--- src/rtl/pc_sequencer.sv ---
// Program-counter sequencer: boots, fetches from instruction memory with an
// ack handshake, executes with stall/redirect/halt handling, and counts
// retired instructions with an 8-bit saturating counter.
//
// state  | meaning
// -------+----------------------------------------------------------------
// BOOT   | one idle cycle after reset release, no fetch request
// FETCH  | imem_req asserted, waits for imem_ack, pc held
// EXEC   | instruction in execute; on non-stalled cycle retire + next pc
// HALTED | frozen until reset; no requests, pc and retired held

module pc_sequencer #(
  parameter int unsigned          PC_W     = 5,
  parameter logic [PC_W-1:0]      RESET_PC = '0
) (
  input  logic            clk,
  input  logic            rst,
  output logic            imem_req,
  output logic [PC_W-1:0] imem_addr,
  input  logic            imem_ack,
  input  logic            stall,
  input  logic            branch_taken,
  input  logic [PC_W-1:0] branch_target,
  input  logic            jump,
  input  logic [PC_W-1:0] jump_target,
  input  logic            halt,
  output logic [PC_W-1:0] pc,
  output logic            instr_valid,
  output logic [1:0]      state,
  output logic [7:0]      retired
);

  typedef enum logic [1:0] {
    BOOT   = 2'b00,
    FETCH  = 2'b01,
    EXEC   = 2'b10,
    HALTED = 2'b11
  } state_t;

  state_t          state_q, state_d;
  logic [PC_W-1:0] pc_q, pc_d;
  logic [7:0]      retired_q, retired_d;
  logic            retire;

  // State, pc and retire counter registers; reset is asynchronous so a
  // pending fetch is dropped in the same cycle reset rises.
  always_ff @(posedge clk or posedge rst) begin
    if (rst) begin
      state_q   <= BOOT;
      pc_q      <= RESET_PC;
      retired_q <= 8'd0;
    end else begin
      state_q   <= state_d;
      pc_q      <= pc_d;
      retired_q <= retired_d;
    end
  end

  // Next-state, next-pc and handshake outputs; redirect inputs only matter
  // on a non-stalled EXEC cycle.
  always_comb begin
    state_d     = state_q;
    pc_d        = pc_q;
    imem_req    = 1'b0;
    instr_valid = 1'b0;
    retire      = 1'b0;
    unique case (state_q)
      BOOT: begin
        state_d = FETCH;
      end
      FETCH: begin
        imem_req = 1'b1;
        if (imem_ack) state_d = EXEC;
      end
      EXEC: begin
        instr_valid = 1'b1;
        if (!stall) begin
          retire = 1'b1;
          // jump outranks branch; otherwise fall through with natural wrap
          if (jump)              pc_d = jump_target;
          else if (branch_taken) pc_d = branch_target;
          else                   pc_d = pc_q + PC_W'(1);
          state_d = halt ? HALTED : FETCH;
        end
      end
      HALTED: begin
        state_d = HALTED;
      end
      default: begin
        state_d = BOOT;
      end
    endcase
  end

  // Retire counter saturates rather than wrapping.
  always_comb begin
    retired_d = retired_q;
    if (retire && (retired_q != 8'hFF)) retired_d = retired_q + 8'd1;
  end

  assign pc        = pc_q;
  assign imem_addr = pc_q;
  assign state     = state_q;
  assign retired   = retired_q;

endmodule

--- config.mk ---
export PLATFORM = sky130hd
export DESIGN_NAME = pc_sequencer
export DESIGN_NICKNAME = d
export VERILOG_FILES = /design/src/rtl/pc_sequencer.sv
export SDC_FILE = /design/constraint.sdc
export NUM_CORES = 1
export LEC_CHECK = 0
export BUFFER_PORTS_ARGS = -buffer_cell sky130_fd_sc_hd__buf_2
export CAP_MARGIN = 25
export CORE_UTILIZATION = 45
export CTS_CLUSTER_DIAMETER = 200
export DETAILED_ROUTE_END_ITERATION = 8
export PLACE_DENSITY = 0.8
export SYNTH_ARGS = -nofsm -noshare
export SYNTH_HDL_FRONTEND = slang
export SYNTH_SLANG_ARGS = --single-unit
--- constraint.sdc ---
create_clock -name clk -period 2.19 [get_ports clk]
set_input_delay 0.219 -clock clk [delete_from_list [all_inputs] [get_ports clk]]
set_output_delay 0.219 -clock clk [all_outputs]
set_load 0.005 [all_outputs]
==> summary.md, run 1 <==
| Metric | Value |
|---|---|
| Worst Hold Depth | `2` |
| Syn Inst Count | `92` |
| Layout cells sized above 1 | `35.2%` |
| Worst setup path endpoint | `retired[1]` |
| Setup Total Neg Slack | `0 ns` |
| Fin Clk Skew | `0.00541 ns` |
| Crit Reg-Reg Startpoint | `state[0]` |
| Synth area leaders | `dfrtp_1 (44%), a21oi_1 (7.5%), o21ai_0 (5.2%)` |
| Max capacitance violation total | `0` |
| CTS clock-pin slew for the worst setup and hold paths | `0.09 ns` |
| Worst hold slack | `0.113 ns` |
| Rel. slew slack | `61.2%` |
| Synth top area share | `43.5%` |
| Design Power | `0.651 mW` |
| Die width | `45.8 um` |
| Final Wtd Congestion | `0.790` |
| Port bufs | `38` |
| CTS Buffer Depth | `2` |
| Top FF cell, synth | `dfrtp_1` |
| DR vias | `764` |
| ANT cells | `0` |
| FP Rows | `15` |
| CTS tree | `built` |
| Crit path launch type | `flop` |
| Final HPWL DP | `1330 um` |
| Clock Sinks | `15` |
| Multi-input logic area | `419 sq um` |
| Post-Syn Area | `862 sq um` |
| Cell depth of the worst flop-to-flop path | `3` |
| Tot GR Track Use | `18.9%` |
| Minimum clock period | `1.64 ns` |
| Final Non-Filler Cells | `153` |
| Final nets | `148` |
| Post-route cell area | `1070 sq um` |
| Final hold violation count | `0` |
| Crit path kind | `reg -> reg` |
| Commonest cells post-synth | `dfrtp_1 (15), a21oi_1 (13), nand2_1 (9), o21ai_0 (9), nor2_1 (6)` |
| Hold crit path type | `in -> reg` |
| Fmax | `610 MHz` |
| Pre-CTS WS | `0.574 ns` |
| I/O pins | `39` |
| # fillers | `166` |
| Core Region | `1760 sq um` |
| First-pass GRT wire length | `2780 um` |
| CP required | `2.36 ns` |
| Crit. Startpoint | `state[0]` |
| Slew at the pin closest to its max-slew limit | `0.581 ns` |
| Setup bufs post-CTS | `0` |
| H-tree Lvls | `1` |
| Largest area contributor in the netlist | `dfrtp_1` |
| Most common cell in the netlist | `dfrtp_1` |
| Setup slack, reg-to-reg | `0.55 ns` |
| Ys async rst share | `100%` |
| Total congestion overflow | `0` |
| Drt pass-1 iters | `3` |
| Crit path DAT | `1.81 ns` |
| WP buf/inv | `0` |
| Critical path's top delay family | `simple AND/OR/NAND/NOR gates` |
| Status | `finished, final reports clean` |
| ANT nets after route | `0` |
| Synthesis-to-layout area growth | `24.2%` |
| DR iter-0 viols | `6` |
| Crit. path cell count | `3` |
| Reg area | `375 sq um` |
| Routed len/inst | `11.4 um` |
| Share of the yosys chip area belonging to registers | `43.5%` |
| Util after Layout | `60.7%` |
| Syn_area_per_cell | `9.37 sq um` |
| Leak | `0.575 nW` |
| Setup violations, final | `0` |
| Die height | `45.8 um` |
| Crit path setup slack, layout | `0.551 ns` |
| Largest net degree at the start of global routing | `16` |
| Distinct cells, synth | `27` |
| Crit-path slowest cell | `or3b_1` |
| Seq cells post-synth | `15` |
| CP max stage delay | `0.53 ns` |
| Tcrit/Tclk final | `74.8%` |
| Critical Path Fanout Max | `8` |
| Synthesis Warnings | `0` |
| DRC Markers | `0` |
| Worst path cell trace | `or3b_1 > a21o_4 > mux2_1` |
| Maximum vdd ir drop | `0.419 mV` |
| Routed Wire Length | `1750 um` |
| Vias in the first global route | `674` |
| Initial Util | `48.9%` |
| Reg2Reg Capture Point | `retired[1]` |
| Post-Syn Nets | `111` |
| Cells after DPL | `148` |
| Vias per inst | `4.99` |
| Clock latency on the worst-skew pair | `0.28 ns` |
| RSZ-0062 raised after global routing | `no` |
| Area post-placement | `1030 sq um` |
| Die ar. | `2090 sq um` |
| Root Buffer | `clkbuf_4` |
| Number of flops mapped to enable cells by yosys | `0` |
| Max-slew violations | `0` |
| Pwr/cell area | `607 nW/um^2` |
| Initial antenna violation count | `0` |
| CTS buffer count | `3` |
| Worst setup EP type | `flop` |
[worst min path at each step]
stage	start	to	slack, ns
finish	imem_ack	state[0]	0.11
global route	imem_ack	state[0]	0.12
CTS	imem_ack	state[0]	0.11
detailed placement	rst	state[1]	0.30
global placement	rst	state[1]	0.29
floorplan	rst	imem_addr[0]	0.12
[flip-flops by register name, summed over array words and instances, names as in the netlist]
signal,count
retired,8
state,2
imem_addr,5
[routing by layer]
layer | global-route usage [%] | wire length (um) | vias up
met5 | 0 | 0 | -
li1 | - | - | 385
met4 | 12.4 | 38 | 0
met1 | 23.4 | 823 | 344
met3 | 2.38 | 104 | 4
met2 | 30.9 | 783 | 31
[final cells by class]
type                            count  area share, %
Sequential cell                    15           35.0
Tap cell                           25           2.92
Multi-Input combinational cell     66           39.1
Clock buffer                        4           2.45
Timing Repair Buffer               40           19.4
Inverter                            3           1.05
[kinds of logic after synthesis]
kind of cell    synth area share (%)
buf+inv                         7.84
compound gates                  16.3
mux                             3.63
simple gates                    17.7
xor+xnor                        8.13
fa+ha+maj                       2.90
flops                           43.5
[cell usage in the layout, fill, tap and decap left out, drive strengths merged, types with 2 or more instances in the layout]
master,count
nor2,6
ha,2
mux2i,2
xor2,3
nand3b,2
o21ai,9
xnor2,5
dfrtp,15
buf,39
nand2,9
a21oi,13
and3,2
inv,3
clkbuf,4
nand3,3
[timing repair]
action / in CTS / in global routing
resized for setup: 0 / 0
endpoints found under the hold margin: 15 / 0
hold buffers: 1 / 0
[where the power goes]
part | total [mW] | switching (mW) | internal, mW
clock network | 0.159 | 0.0879 | 0.0708
registers | 0.347 | 0.0386 | 0.308
logic | 0.145 | 0.0641 | 0.0808
Note: power is estimated with default switching activity, not from simulation.
==> inputs of run 2 (changes only) <==
Settings changed: ABC_AREA set to 1, CORE_UTILIZATION 45 to 42, PLACE_DENSITY 0.8 to 0.77.
Clock period 2.19 ns to 1.3 ns, I/O delays scaled along.
==> run 2 against run 1 <==
The run now ends with negative setup slack left. Maximum frequency rose by 24%. Via count is 34% higher. Global-route usage rose by 1.9 points. Final area grew 24%. Count of clock-buffer cells in the layout unchanged. First-iteration DRC count grew 120%. Synthesized cell count is 47% higher. Non-clock buffer count is 13 higher. Clock skew shrank 0.0030 ns. Utilization rose by 3.5 points. Critical endpoint is now retired[3]. Largest power group is now combinational logic. Highest routed layer unchanged.
==> summary.md, run 2 <==
| Metric | Value |
|---|---|
| Status | `complete, but fails checks (was finished, final reports clean)` |
| Violated checks | `negative setup slack` |
| Distinct cells, synth | `21 (was 27)` |
| Routed Wire Length | `2420 um (was 1750 um)` |
| Port bufs | `38 (unchanged)` |
| DR iter-0 viols | `13 (was 6)` |
| Initial Util | `46.7% (was 48.9%)` |
| CP required | `1.48 ns (was 2.36 ns)` |
| Core Region | `2060 sq um (was 1760 sq um)` |
| Largest area contributor in the netlist | `dfrtp_1 (unchanged)` |
| Slew at the pin closest to its max-slew limit | `0.556 ns (was 0.581 ns)` |
| Share of the yosys chip area belonging to registers | `39.0% (was 43.5%)` |
| Syn Inst Count | `135 (was 92)` |
| Reg area | `375 sq um (unchanged)` |
| Sw Ratio | `41.0% (was 29.3%)` |
| CTS tree | `built (unchanged)` |
| Tot GR Track Use | `20.9% (was 18.9%)` |
| Rel. slew slack | `62.9% (was 61.2%)` |
| Number of flops mapped to enable cells by yosys | `0 (unchanged)` |
| CTS buffer count | `3 (unchanged)` |
| Ys async rst share | `100% (unchanged)` |
| Total congestion overflow | `0 (unchanged)` |
| H-tree Lvls | `1 (unchanged)` |
| Reg power frac | `37.9% (was 53.3%)` |
| WP buf/inv | `2 (was 0)` |
| Worst path cell trace | `ha_2 > inv_2 > nor2_4 > a21oi_4 > buf_6 > nand2_2 > nand2_1 > nand2_1 (was or3b_1 > a21o_4 > mux2_1)` |
| Setup violations, final | `1 (was 0)` |
| Synthesis Warnings | `0 (unchanged)` |
| Logic pwr share | `49.3% (was 22.3%)` |
| I/O pins | `39 (unchanged)` |
| Commonest non-fill, non-tap cell in the layout | `nand2_1 (was buf_2)` |
| Cells after DPL | `204 (was 148)` |
| Syn_area_per_cell | `7.13 sq um (was 9.37 sq um)` |
| Most frequent cells in the layout | `nand2_1 (44), buf_2 (38), inv_1 (16) (was buf_2 (38), dfrtp_1 (15), a21oi_1 (13))` |
| Most frequent cell on the critical path | `nand2_1` |
| Final Non-Filler Cells | `214 (was 153)` |
| Max-slew violations | `0 (unchanged)` |
| Crit path launch type | `flop (unchanged)` |
| CTS clock-pin slew for the worst setup and hold paths | `0.09 ns (about the same)` |
| Clock power frac | `12.8% (was 24.4%)` |
| Fin Clk Skew | `0.00240 ns (was 0.00541 ns)` |
| DR vias | `1026 (was 764)` |
| Fmax | `757 MHz (was 610 MHz)` |
| # fillers | `188 (was 166)` |
| CTS Buffer Depth | `2 (unchanged)` |
| ANT nets after route | `0 (unchanged)` |
| Hold crit path type | `in -> reg (unchanged)` |
| Synthesis-to-layout area growth | `37.6% (was 24.2%)` |
| Internal Power | `1.24 mW (was 0.460 mW)` |
| Seq cells post-synth | `15 (unchanged)` |
| Final Wtd Congestion | `0.877 (was 0.790)` |
| Drt pass-1 iters | `4 (was 3)` |
| Multi-input logic area | `500 sq um (was 419 sq um)` |
| Leak | `0.757 nW (was 0.575 nW)` |
| Layout cells sized above 1 | `35.8% (was 35.2%)` |
| Vias in the first global route | `933 (was 674)` |
| Critical path's top delay family | `flip-flops (was simple AND/OR/NAND/NOR gates)` |
| Maximum vdd ir drop | `1.15 mV (was 0.419 mV)` |
| Initial antenna violation count | `0 (unchanged)` |
| Final hold violation count | `0 (unchanged)` |
| Commonest cells post-synth | `nand2_1 (46), inv_1 (17), dfrtp_1 (15) (was dfrtp_1 (15), a21oi_1 (13), nand2_1 (9), o21ai_0 (9), nor2_1 (6))` |
| Worst hold slack | `0.133 ns (was 0.113 ns)` |
| Synth area leaders | `dfrtp_1 (39%), nand2_1 (18%), inv_1 (6.6%) (was dfrtp_1 (44%), a21oi_1 (7.5%), o21ai_0 (5.2%))` |
| Crit path DAT | `1.50 ns (was 1.81 ns)` |
| Clock latency on the worst-skew pair | `0.28 ns (about the same)` |
| Crit path kind | `reg -> reg (unchanged)` |
| Die ar. | `2490 sq um (was 2090 sq um)` |
| NetSw | `0.861 mW (was 0.191 mW)` |
| Tcrit/Tclk final | `102% (was 74.8%)` |
| Post-Syn Nets | `154 (was 111)` |
| Die height | `49.9 um (was 45.8 um)` |
| Minimum clock period | `1.32 ns (was 1.64 ns)` |
| Post-Syn Area | `962 sq um (was 862 sq um)` |
| Top FF cell, synth | `dfrtp_1 (unchanged)` |
| CP max stage delay | `0.40 ns (was 0.53 ns)` |
| Vias per inst | `4.79 (was 4.99)` |
| Pwr/cell area | `1590 nW/um^2 (was 607 nW/um^2)` |
| Crit path setup slack, layout | `-0.0212 ns (was 0.551 ns)` |
| Most common cell in the netlist | `nand2_1 (was dfrtp_1)` |
| Largest net degree at the start of global routing | `16 (unchanged)` |
| Final HPWL DP | `1780 um (was 1330 um)` |
| Clock Sinks | `15 (unchanged)` |
| Max capacitance violation total | `0 (unchanged)` |
| Crit-path slowest cell | `dfrtp_1 (was or3b_1)` |
| Critical Path Fanout Max | `5 (was 8)` |
| FP Rows | `16 (was 15)` |
| ANT cells | `0 (unchanged)` |
| Final nets | `207 (was 148)` |
| Routed len/inst | `11.3 um (was 11.4 um)` |
| Die width | `49.9 um (was 45.8 um)` |
| RSZ-0062 raised after global routing | `yes (was no)` |
| Max FFs per register | `8 (unchanged)` |
| Synth top area share | `39.0% (was 43.5%)` |
| DRC Markers | `0 (unchanged)` |
| Worst setup EP type | `flop (unchanged)` |
| Root Buffer | `clkbuf_4 (unchanged)` |
| First-pass GRT wire length | `3950 um (was 2780 um)` |
-- run 2: final cells by class --
class,instances,area share (%)
Inverter,19,5.39
Clock buffer,4,1.98
Multi-Input combinational cell,96,37.8
Timing Repair Buffer,53,23.9
Tap cell,27,2.55
Sequential cell,15,28.4
-- run 2: stage by stage --
step	power (mW)	setup slack (ns)	area (sq um)	setup TNS [ns]	util [%]
2_1_floorplan	1.38	0.00534	965	0	-
3_3_place_gp	1.71	0.0190	1220	0	59.1
5_1_grt	2.30	-0.0765	1320	-0.351	64.2
4_1_cts	2.05	-0.0309	1280	-0.0470	62.0
6_report	2.10	-0.0212	1320	-0.0212	64.2
3_5_place_dp	1.75	-0.0499	1220	-0.131	59.1
-- run 2: cell families after synthesis --
group / share of synthesized area, %
AOI/OAI and AO/OA: 10.7
and+or+nand+nor: 33.7
adders and majority gates: 2.60
DFF: 39.0
xor gates and xnor gates: 2.73
buffers and inverters: 11.3
-- run 2: metal layers --
layer	vias up	part of all wire [%]	GRT usage [%]
li1	527	-	-
met1	466	43	25.7
met2	27	52	37.4
met3	6	3.6	2.78
met4	0	1.8	6.19
met5	-	0	0
-- run 2: repair_timing --
item,4_1_cts,5_1_grt
resized for setup,0,8
setup endpoints to repair,5,8
hold endpoints to repair,15,0
setup buffers,3,2
hold buffers,1,0
pin swaps,1,7
-- run 2: final timing paths --
check,start,slack [ns],cells past startpoint,end
hold / removal,jump_target[1],0.13,3,imem_addr[1]
min in group asynchronous,rst,0.44,3,state[0]
hold reg to reg,retired[2],0.61,2,retired[2]
setup / recovery,retired[0],-0.02,8,retired[3]
setup reg to reg,retired[0],-0.02,8,retired[3]
max in group asynchronous,rst,0.50,3,retired[3]
-- run 2: power groups by stage --
stage               logic [mW]  registers (mW)  clock network (mW)
finish                    1.04           0.796               0.270
global route              1.18           0.827               0.293
CTS                      0.984           0.793               0.275
detailed placement       0.954           0.799                   0
global placement         0.919           0.787                   0
floorplan                0.549           0.826                   0
-- run 2: worst reg2reg max path, delay by kind of cell, from the launching register on --
kind                     cells  cell delay, ns
adder cells (fa/ha/maj)      1            0.20
buffers and inverters        2            0.22
AND/OR/NAND/NOR              4            0.19
flip-flops                   1            0.40
AO/OA/AOI/OAI                1            0.22
